File: src/rtl/tag_lookup_ctrl.sv
// Two-way set-associative tag lookup controller: compare, refill on miss, LRU victim select, flush sweep.
// Hit response 2 cycles after acceptance; req_ready drops outside IDLE and while flush_start is high.
module tag_lookup_ctrl #(
    parameter int AWIDTH = 3,
    parameter int TWIDTH = 15
) (
    input  logic                     clock,
    input  logic                     reset,
    input  logic                     req_valid,
    output logic                     req_ready,
    input  logic [AWIDTH+TWIDTH-1:0] req_addr,
    output logic                     resp_valid,
    output logic                     resp_hit,
    output logic                     resp_way,
    output logic                     refill_req,
    output logic [AWIDTH+TWIDTH-1:0] refill_addr,
    input  logic                     refill_ack,
    input  logic                     flush_start,
    output logic                     flush_busy,
    output logic [AWIDTH-1:0]        t_addr,
    output logic [TWIDTH:0]          t_din,
    output logic                     t0_we,
    output logic                     t1_we,
    input  logic [TWIDTH:0]          t0_dout,
    input  logic [TWIDTH:0]          t1_dout
);

    localparam int DEPTH = 1 << AWIDTH;

    typedef enum logic [2:0] {IDLE, COMPARE, REFILL, WRITE, RESP, FLUSH} state_t;

    state_t                    state, state_nxt;
    logic [AWIDTH+TWIDTH-1:0]  addr_q;
    logic [DEPTH-1:0]          lru;
    logic [AWIDTH-1:0]         flush_cnt;
    logic                      victim_q;
    logic                      resp_hit_q;
    logic                      resp_way_q;

    logic [AWIDTH-1:0]         idx;
    logic [TWIDTH-1:0]         tag_q;
    logic                      hit0, hit1, victim_sel;

    assign idx   = addr_q[AWIDTH-1:0];
    assign tag_q = addr_q[AWIDTH+TWIDTH-1:AWIDTH];
    assign hit0  = t0_dout[TWIDTH] && (t0_dout[TWIDTH-1:0] == tag_q);
    assign hit1  = t1_dout[TWIDTH] && (t1_dout[TWIDTH-1:0] == tag_q);

    // Fill an empty way before evicting; only a fully valid set consults LRU.
    assign victim_sel = !t0_dout[TWIDTH] ? 1'b0 :
                        !t1_dout[TWIDTH] ? 1'b1 : lru[idx];

    assign refill_addr = addr_q;
    assign resp_hit    = resp_hit_q;
    assign resp_way    = resp_way_q;

    always_comb begin
        state_nxt  = state;
        req_ready  = 1'b0;
        t_addr     = idx;
        t_din      = '0;
        t0_we      = 1'b0;
        t1_we      = 1'b0;
        refill_req = 1'b0;
        flush_busy = 1'b0;
        resp_valid = 1'b0;
        case (state)
            IDLE: begin
                // Present the incoming index so tag data is ready in COMPARE.
                req_ready = !flush_start;
                t_addr    = req_addr[AWIDTH-1:0];
                if (flush_start)
                    state_nxt = FLUSH;
                else if (req_valid)
                    state_nxt = COMPARE;
            end
            COMPARE: state_nxt = (hit0 || hit1) ? RESP : REFILL;
            REFILL: begin
                refill_req = 1'b1;
                if (refill_ack)
                    state_nxt = WRITE;
            end
            WRITE: begin
                t_din     = {1'b1, tag_q};
                t0_we     = !victim_q;
                t1_we     = victim_q;
                state_nxt = RESP;
            end
            RESP: begin
                resp_valid = 1'b1;
                state_nxt  = IDLE;
            end
            FLUSH: begin
                flush_busy = 1'b1;
                t_addr     = flush_cnt;
                t0_we      = 1'b1;
                t1_we      = 1'b1;
                if (&flush_cnt)
                    state_nxt = IDLE;
            end
            default: state_nxt = IDLE;
        endcase
    end

    always_ff @(posedge clock or posedge reset) begin
        if (reset) begin
            state      <= IDLE;
            addr_q     <= '0;
            lru        <= '0;
            flush_cnt  <= '0;
            victim_q   <= 1'b0;
            resp_hit_q <= 1'b0;
            resp_way_q <= 1'b0;
        end else begin
            state <= state_nxt;
            case (state)
                IDLE: begin
                    if (req_valid && req_ready)
                        addr_q <= req_addr;
                end
                COMPARE: begin
                    if (hit0 || hit1) begin
                        // Way 0 wins a double hit; LRU then points at the other way.
                        resp_hit_q <= 1'b1;
                        resp_way_q <= !hit0;
                        lru[idx]   <= hit0;
                    end else begin
                        victim_q <= victim_sel;
                    end
                end
                WRITE: begin
                    resp_hit_q <= 1'b0;
                    resp_way_q <= victim_q;
                    lru[idx]   <= ~victim_q;
                end
                FLUSH: begin
                    flush_cnt <= flush_cnt + 1'b1;
                    lru       <= '0;
                end
                default: ;
            endcase
        end
    end

endmodule

File: config.mk
export PLATFORM = sky130hd
export DESIGN_NAME = tag_lookup_ctrl
export DESIGN_NICKNAME = d
export VERILOG_FILES = /design/src/rtl/tag_lookup_ctrl.sv
export SDC_FILE = /design/constraint.sdc
export NUM_CORES = 1
export LEC_CHECK = 0
export CAP_MARGIN = 5
export CORE_ASPECT_RATIO = 0.9
export CORE_MARGIN = 4
export CORE_UTILIZATION = 30
export CTS_CLUSTER_DIAMETER = 100
export DETAILED_ROUTE_END_ITERATION = 16
export DONT_BUFFER_PORTS = 1
export MAX_ROUTING_LAYER = met4
export PLACE_DENSITY_LB_ADDON = 0.3
export SLEW_MARGIN = 5
export SYNTH_ARGS = -nofsm -noshare
export SYNTH_HDL_FRONTEND = slang
export SYNTH_SLANG_ARGS = --single-unit
File: constraint.sdc
create_clock -name clock -period 4.9 [get_ports clock]
set_clock_uncertainty 0.2 [all_clocks]
set_input_delay 0.735 -clock clock [delete_from_list [all_inputs] [get_ports clock]]
set_output_delay 0.735 -clock clock [all_outputs]
set_load 0.01 [all_outputs]
## Word-level counts from Yosys, hierarchy flattened

Index checks and enable logic that the tools add are counted.

| cells by class | value |
|---|---|
| add/sub/neg operators | 1 |
| multiplexer cells | 28 |
| reductions and logical operators | 17 |
| order comparisons | 2 |
| eq/ne operators | 11 |
| bitwise gates (word level) | 2 |

Operators with widths:

| kind | count |
|---|---|
| equality test 15 bit | 2 |
| case mux 8 bit (3 select lines) | 1 |
| bitwise mux 8 bit | 2 |
| 2-to-1 mux 16 bit | 1 |
| 2-to-1 mux 3 bit | 5 |
| case mux 3 bit (5 select lines) | 1 |
| 2-to-1 mux 1 bit | 10 |
| 2-to-1 mux 8 bit | 1 |
| case mux 1 bit (2 select lines) | 4 |
| AND reduction 2 bit | 4 |
| equality test 3 x 2 -> 1 bit (second input constant) | 2 |
| equality test 3 bit (second input constant) | 2 |
| != test 2 bit (second input constant) | 3 |
| case mux 3 bit (2 select lines) | 1 |
| AND reduction 3 bit | 2 |
| logical AND 1 bit | 4 |
| less-than comparator 3 x 4 -> 1 bit (second input constant) | 1 |
| adder 3 x 1 -> 3 bit (second input constant) | 1 |
| binary-select mux 1 bit (select 3 bit) | 1 |
| demux 1 bit (select 3 bit) | 1 |
| equality test 3 x 1 -> 1 bit (second input constant) | 1 |
| greater-or-equal comparator 3 x 1 -> 1 bit (second input constant) | 1 |
| logical NOT 1 bit | 3 |
| logical NOT 3 bit | 1 |
| other kinds (5) | 6 |

| storage, ports and cells | value |
|---|---|
| bits in registers | 35 |
| bits of input ports | 55 |
| word-level logic and storage cells | 68 |
| output and inout port bits | 45 |

## Logic depth before layout (Yosys ltp)

Gate-level depths: netlist of run 1.

| logic depth | value |
|---|---|
| word-level depth | 7 |
| depth in mapped cells | 7 |
| mapped depth without buffers | 6 |

## Worst setup path before layout of run 1

OpenSTA, ideal clock, no wires.

| timing | value |
|---|---|
| path kind | input to register |
| start | input port t0_dout[7] |
| end | register (tool-made name) |
| data required time | 4.573 ns |
| data arrival time | 2.117 ns |
| path slack | 2.457 ns |
| path buffers | 0 |
| library setup time | 0.127 ns |
| stages on the path | 6 |
| cell sequence | xnor2_1 > nand4_1 > or4_4 > nand3b_1 > nor2_2 > a221o_2 |

RTL lines:

| item | line | RTL |
|---|---|---|
| start, declared | 24 | `input logic [TWIDTH:0] t0_dout,` |

## Worst setup path after layout of run 1

| timing | value |
|---|---|
| start | register state[1] |
| end | output port t0_we |

| on the way | value |
|---|---|
| cells in the longest elaborated chain, start to end | 2 |
| elaborated cells between the ends (all ways) | 3 |
| classes of those cells | eq/ne (2); mux (1) |

RTL lines:

| item | line | RTL |
|---|---|---|
| start, declared | 32 | `state_t state, state_nxt;` |
| start signal, assigned | 115 | `state <= state_nxt;` |
| equality test 3 bit or equality test 3 x 2 -> 1 bit (tied branches) | 67 | `case (state)` |
| case mux 1 bit (2 select lines) * | 67 |  |
| end, declared | 22 | `output logic t0_we,` |

Every way passes the cells marked *; elsewhere a longest branch is shown, timed or not.

==> impl_results.md, run 1 <==
* Outcome: finished, final reports clean
* Ys Warns at 0
* Worst-path clk slew at ~80 ps
* Layout Nets at 281
* DRC viols at 0
* RSZ-0062 raised after global routing: no
* Die extent in x at between 90 and 100 um
* Post-route clock period utilization at 59.40%
* CTS Buffer Depth at 2
* Initial core utilization at a little under a third
* Clock Latency Late Sink at 290 ps
* Most common cell after layout, fill and taps aside: dfrtp_1
* FF+latch count, synth at 35
* WP data required at approximately 4000 ps
* CTS tree: done
* Sw Share at 46.40%
* I/O pin cnt at 100
* Slowest stage cell on the critical path: dfrtp_1
* Top_reg_cell synth: dfrtp_1
* Leakage power at approximately 1 nW
* Internal at between 0.9 and 1 mW
* Worst vdd ir at roughly 0.25 mV
* Detailed Routing Iterations Pass 1 at 5
* Relative slew slack at between 40% and 50%
* Setup CP Type: reg2out
* Syn_nets at between 200 and 300
* HP Class: in2async
* Sequential share of the synthesized area at 38.98%
* Via count of the first global-routing pass at between 1.5k and 2k
* CP Launch Type: flip-flop
* R2R Setup Slk at between 2000 and 2500 ps
* Number of H-tree levels at 2
* Synth Cell Area at around 2200 um2
* # setup viols final at 0
* TritonCTS buffer count at 5
* Max Cap Violations at 0
* PortBufs at 0
* Area Overhead vs Synth at 7.238%
* Register share of total power at between 40% and 50%
* CP arrival at roughly 2000 ps
* Setup Fix Bufs, Post-CTS at 0
* Max frequency at between 300 and 400 MHz
* Worst-margin pin slew at 837.7 ps
* DP Cell Count at 310
* Number of flops mapped to enable cells by yosys at 0
* Max stage delay on crit path at around 890 ps
* Overflow after GRT at 0
* Combinational share of power at between 40% and 50%
* Post-route insts no fill at approximately 320
* Pin count of the biggest net entering global routing at 36
* Area contributors post-synth: dfrtp_1 39%, xnor2_1 12%, mux2_2 10%
* DR vias at 1713
* Detail Route Antenna Nets at 0
* CTS sink count at 35
* Die Ht at ~90 um
* CP endpoint kind: primary output
* CTS root buf: clkbuf_8
* Setup TNS at 0 ps
* Yosys top cell area share at 38.98%
* Most frequent cells in the layout: 35 x dfrtp_1, 31 x xnor2_1, 20 x mux2_2
* Maximum fanout along the worst path at 30
* Hold_buf cts at 0
* Clock share of power at between 10% and 20%
* Initial antenna violation count at 0
* Post-CTS Resized at 0
* Gate Count Post-Synth at about 230
* Placer Congestion at 0.8412
* Final Hold Viols at 0
* Fin util at between 30% and 40%
* CP Cell Sequence: nand3b_1 > inv_1 > a21o_1
* Cell taking the most area after synthesis: dfrtp_1
* Switch Pwr at 0.7853 mW
* Asr flop ratio synth at 100.0%
* Die area at slightly below 9000 um2
* Share of post-route cells with drive strength above 1 at roughly 18%
* Drt wl/cell at 19.84 um
* Syn avg cell area at 9.813 um2
* DRT iter0 DRCs at 115
* GRT Overall Usage at roughly 14%
* Antenna cell count at 0
* Core ar. at a little over 7000 um2
* First-pass GRT wire length at around 10000 um
* Cell area power density at ~700 nW/um2
* Min Hold Slack at between 200 and 250 ps
* Total Routed Length at 6310 um
* Library cells used by synthesis at between 40 and 50
* DPL Wire Length at roughly 4800 um
* Core Rows at 29
* Vias per cell at 5.387
* Final slew viol count at 0
* Min cycle time layout at between 2000 and 3000 ps
kinds of logic after synthesis:
kind of cell	synth area share (%)
muxes	11.14
buffers and inverters	3.062
xor gates and xnor gates	12.08
and+or+nand+nor	19.10
DFF	38.98
AOI/OAI and AO/OA	14.53
adders and majority gates	1.113
per-stage QoR:
step / power (mW) / area [um2] / setup slack [ps]
3_5_place_dp: 1.489 / 2325 / 2257
5_1_grt: 1.833 / 2410 / 1847
2_1_floorplan: 1.296 / 2247 / 2457
6_report: 1.692 / 2410 / 1989
3_3_place_gp: 1.490 / 2325 / 2262
4_1_cts: 1.701 / 2410 / 1988
cell usage after synthesis (2+ instances only):
master	count
o22a_1	6
nand4_1	8
a221o_1	3
a31oi_1	2
mux2_2	20
o31ai_1	2
nand2b_1	4
ha_1	2
and2_1	4
a21oi_1	8
a21o_1	3
a21boi_0	6
nor2b_1	3
a22oi_1	2
xnor2_1	31
inv_1	4
nand3b_1	2
nand3_1	2
a221o_2	2
or2_2	2
nor2_1	12
dfrtp_1	35
nand2_1	13
o21ai_0	9
and3_1	15
clkbuf_1	13
nor3_2	2
power groups by stage:
stage	Clock, mW	Sequential, mW	Combinational, mW
finish	0.207	0.752	0.734
global route	0.223	0.785	0.825
CTS	0.212	0.752	0.737
detailed placement	0	0.756	0.733
global placement	0	0.760	0.730
floorplan	0	0.604	0.691
cell type report:
type / count / area [um2]
fillers: 768 / 4775
multi-input cells: 176 / 1303
flip-flops and latches: 35 / 875.8
well taps: 93 / 116.4
clock buffers: 6 / 72.57
repair buffers: 2 / 15.01
inverters: 4 / 15.01
clock inverters: 2 / 12.51
worst paths after layout:
kind / endpoint / cells past startpoint / startpoint
worst max-delay path: t0_we / 3 / state[1]
worst min-delay path: refill_addr[6] / 2 / reset
worst max register to register: refill_addr[5] / 4 / state[2]
worst min register to register: flush_cnt[0] / 1 / flush_cnt[0]
max in group asynchronous: refill_addr[11] / 2 / reset
min in group clock: flush_cnt[0] / 1 / flush_cnt[0]
layer usage:
| layer | track usage [%] | share of wire [%] | vias to the layer above | wire length (um) |
|---|---|---|---|---|
| li1 | - | - | 813 | - |
| met1 | 21.20 | 48 | 826 | 3047 |
| met4 | 3.641 | 0.84 | 0 | 53 |
| met5 | - | 0 | - | 0 |
| met2 | 19.35 | 45 | 69 | 2843 |
| met3 | 3.483 | 5.8 | 5 | 365 |
worst max-delay path: cells and delay by family, from the launching register on:
kind	cells	cell delay, ps
AOI/OAI and AO/OA	1	250
and+or+nand+nor	1	320
buffers and inverters	1	220
DFF	1	890
No activity file was read; power rests on OpenSTA's default activity.
==> inputs of run 2 (changes only) <==
==> constraint.sdc (replaced) <==
create_clock -name clock -period 2.8 [get_ports clock]
set_clock_uncertainty 0.2 [all_clocks]
set_input_delay 0.42 -clock clock [delete_from_list [all_inputs] [get_ports clock]]
set_output_delay 0.42 -clock clock [all_outputs]
set_load 0.01 [all_outputs]
==> impl_results.md, run 2 (synthesized netlist as in run 1, its figures left out) <==
* Area Overhead vs Synth at 11.14%
* Die Ht at 90.11 um (unchanged)
* Leakage power at 1.062 nW (+5.3%)
* Most common cell after layout, fill and taps aside: dfrtp_1
* Overflow after GRT at 0 (unchanged)
* RSZ-0062 raised after global routing: no
* HP Class: in2reg
* CTS root buf: clkbuf_8
* Initial core utilization at 31.28% (unchanged)
* Maximum fanout along the worst path at 9 (-70%)
* Post-route clock period utilization at 87.40%
* Clock Latency Late Sink at 290 ps (about the same)
* Detail Route Antenna Nets at 0 (unchanged)
* CP Launch Type: flip-flop
* Layout Nets at 288 (+2.5%)
* Via count of the first global-routing pass at 1718 (-3.8%)
* Min Hold Slack at 45.59 ps (-177.1 ps)
* Core Rows at 29 (unchanged)
* Final Hold Viols at 0 (unchanged)
* Cell area power density at 1241 nW/um2 (+77%)
* Worst-margin pin slew at 578.9 ps (-258.8 ps)
* Relative slew slack at 61.40% (+17 points)
* DRT iter0 DRCs at 189 (+64%)
* Max frequency at 408.6 MHz
* CTS sink count at 35 (unchanged)
* Slowest stage cell on the critical path: or4_4
* Vias per cell at 5.323 (-1.2%)
* Detailed Routing Iterations Pass 1 at 4 (-1)
* CP endpoint kind: flip-flop
* TritonCTS buffer count at 5 (unchanged)
* Setup CP Type: reg2reg
* Initial antenna violation count at 0 (unchanged)
* CP Cell Sequence: xnor2_1 > nand4_1 > or4_4 > nand3b_1 > nor2_2 > a221o_2
* GRT Overall Usage at 13.81% (-0.50 points)
* I/O pin cnt at 100 (unchanged)
* Dpl ws at 371.2 ps (-1886 ps)
* CP arrival at 2420 ps (+440 ps)
* Total Routed Length at 6102 um (-3.3%)
* Drt wl/cell at 18.78 um (-5.4%)
* Share of post-route cells with drive strength above 1 at 20.26% (+2.5 points)
* Most frequent cells in the layout: 35 x dfrtp_1, 31 x xnor2_1, 20 x mux2_2
* R2R Setup Slk at 350 ps (-1970 ps)
* Placer Congestion at 0.8467 (+0.65%)
* Die extent in x at 99.23 um (unchanged)
* Worst-path clk slew at 70 ps (about the same)
* CTS Buffer Depth at 2 (unchanged)
* WP data required at 2770 ps (-1190 ps)
* Min cycle time layout at approximately 2400 ps
* Core ar. at 7184 um2 (unchanged)
* WL met1 at 2969 um (-2.6%)
* # setup viols final at 0 (unchanged)
* DPL Wire Length at 4833 um (+1.4%)
* Outcome: finished, final reports clean
* DRC viols at 0 (unchanged)
* Max Cap Violations at 0 (unchanged)
* DR vias at 1730 (+0.99%)
* Delay-heaviest family, CP: simple AND/OR/NAND/NOR gates
* Met2 routed WL at 2676 um (-5.9%)
* Worst vdd ir at 0.5250 mV (+110%)
* Worst path bufs/invs at 0 (-1)
* Pin count of the biggest net entering global routing at 36 (unchanged)
* Setup TNS at 0 ps (unchanged)
* Final slew viol count at 0 (unchanged)
* Die area at 8941 um2 (unchanged)
* Top Layer Used: met4
* Number of H-tree levels at 2 (unchanged)
* PortBufs at 0 (unchanged)
* Routed length on met3 at 406 um (+11%)
* First-pass GRT wire length at 9604 um (-3.6%)
* CTS tree: done
* Max stage delay on crit path at 580 ps (-310 ps)
* Antenna cell count at 0 (unchanged)
* PnR worst setup slack at 352.9 ps (-1636 ps)
[run 2: cell types whose count changed in the layout (fill, tap and decap cells not counted), sizes merged]
cell / previous run / this run
buf: 2 / 8
bufinv: 0 / 1
clkinvlp: 1 / 0
dlygate4sd3: 0 / 1
[run 2: final cells by class]
cell class | count | area [um2]
Clock buffer | 6 | 82.58
Multi-Input combinational cell | 176 | 1303
Timing Repair Buffer | 9 | 70.07
Clock inverter | 2 | 35.03
Inverter | 4 | 15.01
Sequential cell | 35 | 875.8
Tap cell | 93 | 116.4
Fill cell | 737 | 4687
[run 2: path summary, 6_finish.rpt]
check                                     from                          to  cells past startpoint
worst max-delay path            refill_addr[6]                   flip-flop                      6
worst min-delay path                 req_valid                    state[0]                      2
worst max register to register  refill_addr[6]                   flip-flop                      6
worst min register to register       flip-flop                   flip-flop                      1
max in group asynchronous                reset  asynchronous set/reset pin                      3
min in group asynchronous                reset                    resp_hit                      3
[run 2: what timing repair did]
action,CTS,global route
resized for setup,0,0
buffers inserted,0,0
endpoints found under the setup margin,0,0
hold endpoints to repair,35,0
hold buffers,1,0
[run 2: where the power goes]
| part | switching [mW] | leakage [nW] | internal [mW] |
|---|---|---|---|
| clock network | 0.181 | 0.0612 | 0.288 |
| registers | 0.503 | 0.422 | 0.751 |
| logic | 0.671 | 0.578 | 0.706 |
| total | 1.35 | 1.06 | 1.75 |
[run 2: routing by layer]
metal / vias to the layer above / global-route usage [%]
met5: - / -
met1: 842 / 20.08
met3: 4 / 3.870
met2: 60 / 18.79
met4: 0 / 3.413
li1: 824 / -
[run 2: worst reg2reg max path, delay by kind of cell (launching register included)]
kind | cells | cell delay (ps)
AOI/OAI and AO/OA | 1 | 410
and+or+nand+nor | 4 | 1010
xor gates and xnor gates | 1 | 250
DFF | 1 | 470
[run 2: stage by stage]
step | power (mW) | util [%] | std cells | cell area (um2)
after floorplan | 2.268 | - | 229 | 2247
after global placement | 2.634 | 32.99 | 316 | 2370
after detailed placement | 2.646 | 32.99 | 316 | 2370
after CTS | 3.121 | 34.76 | 325 | 2497
after global routing | 3.348 | 34.76 | 325 | 2497
final | 3.099 | 34.76 | 325 | 2497
==> inputs of run 3 (changes only) <==
--- a/config.mk
+++ b/config.mk
@@ -14,6 +14,7 @@
 export DONT_BUFFER_PORTS = 1
 export MAX_ROUTING_LAYER = met4
 export PLACE_DENSITY_LB_ADDON = 0.3
+export SETUP_SLACK_MARGIN = 0.02
 export SLEW_MARGIN = 5
 export SYNTH_ARGS = -nofsm -noshare
 export SYNTH_HDL_FRONTEND = slang
==> results of run 3 <==
Final layout, timing and power as in run 2 (identical DEF).
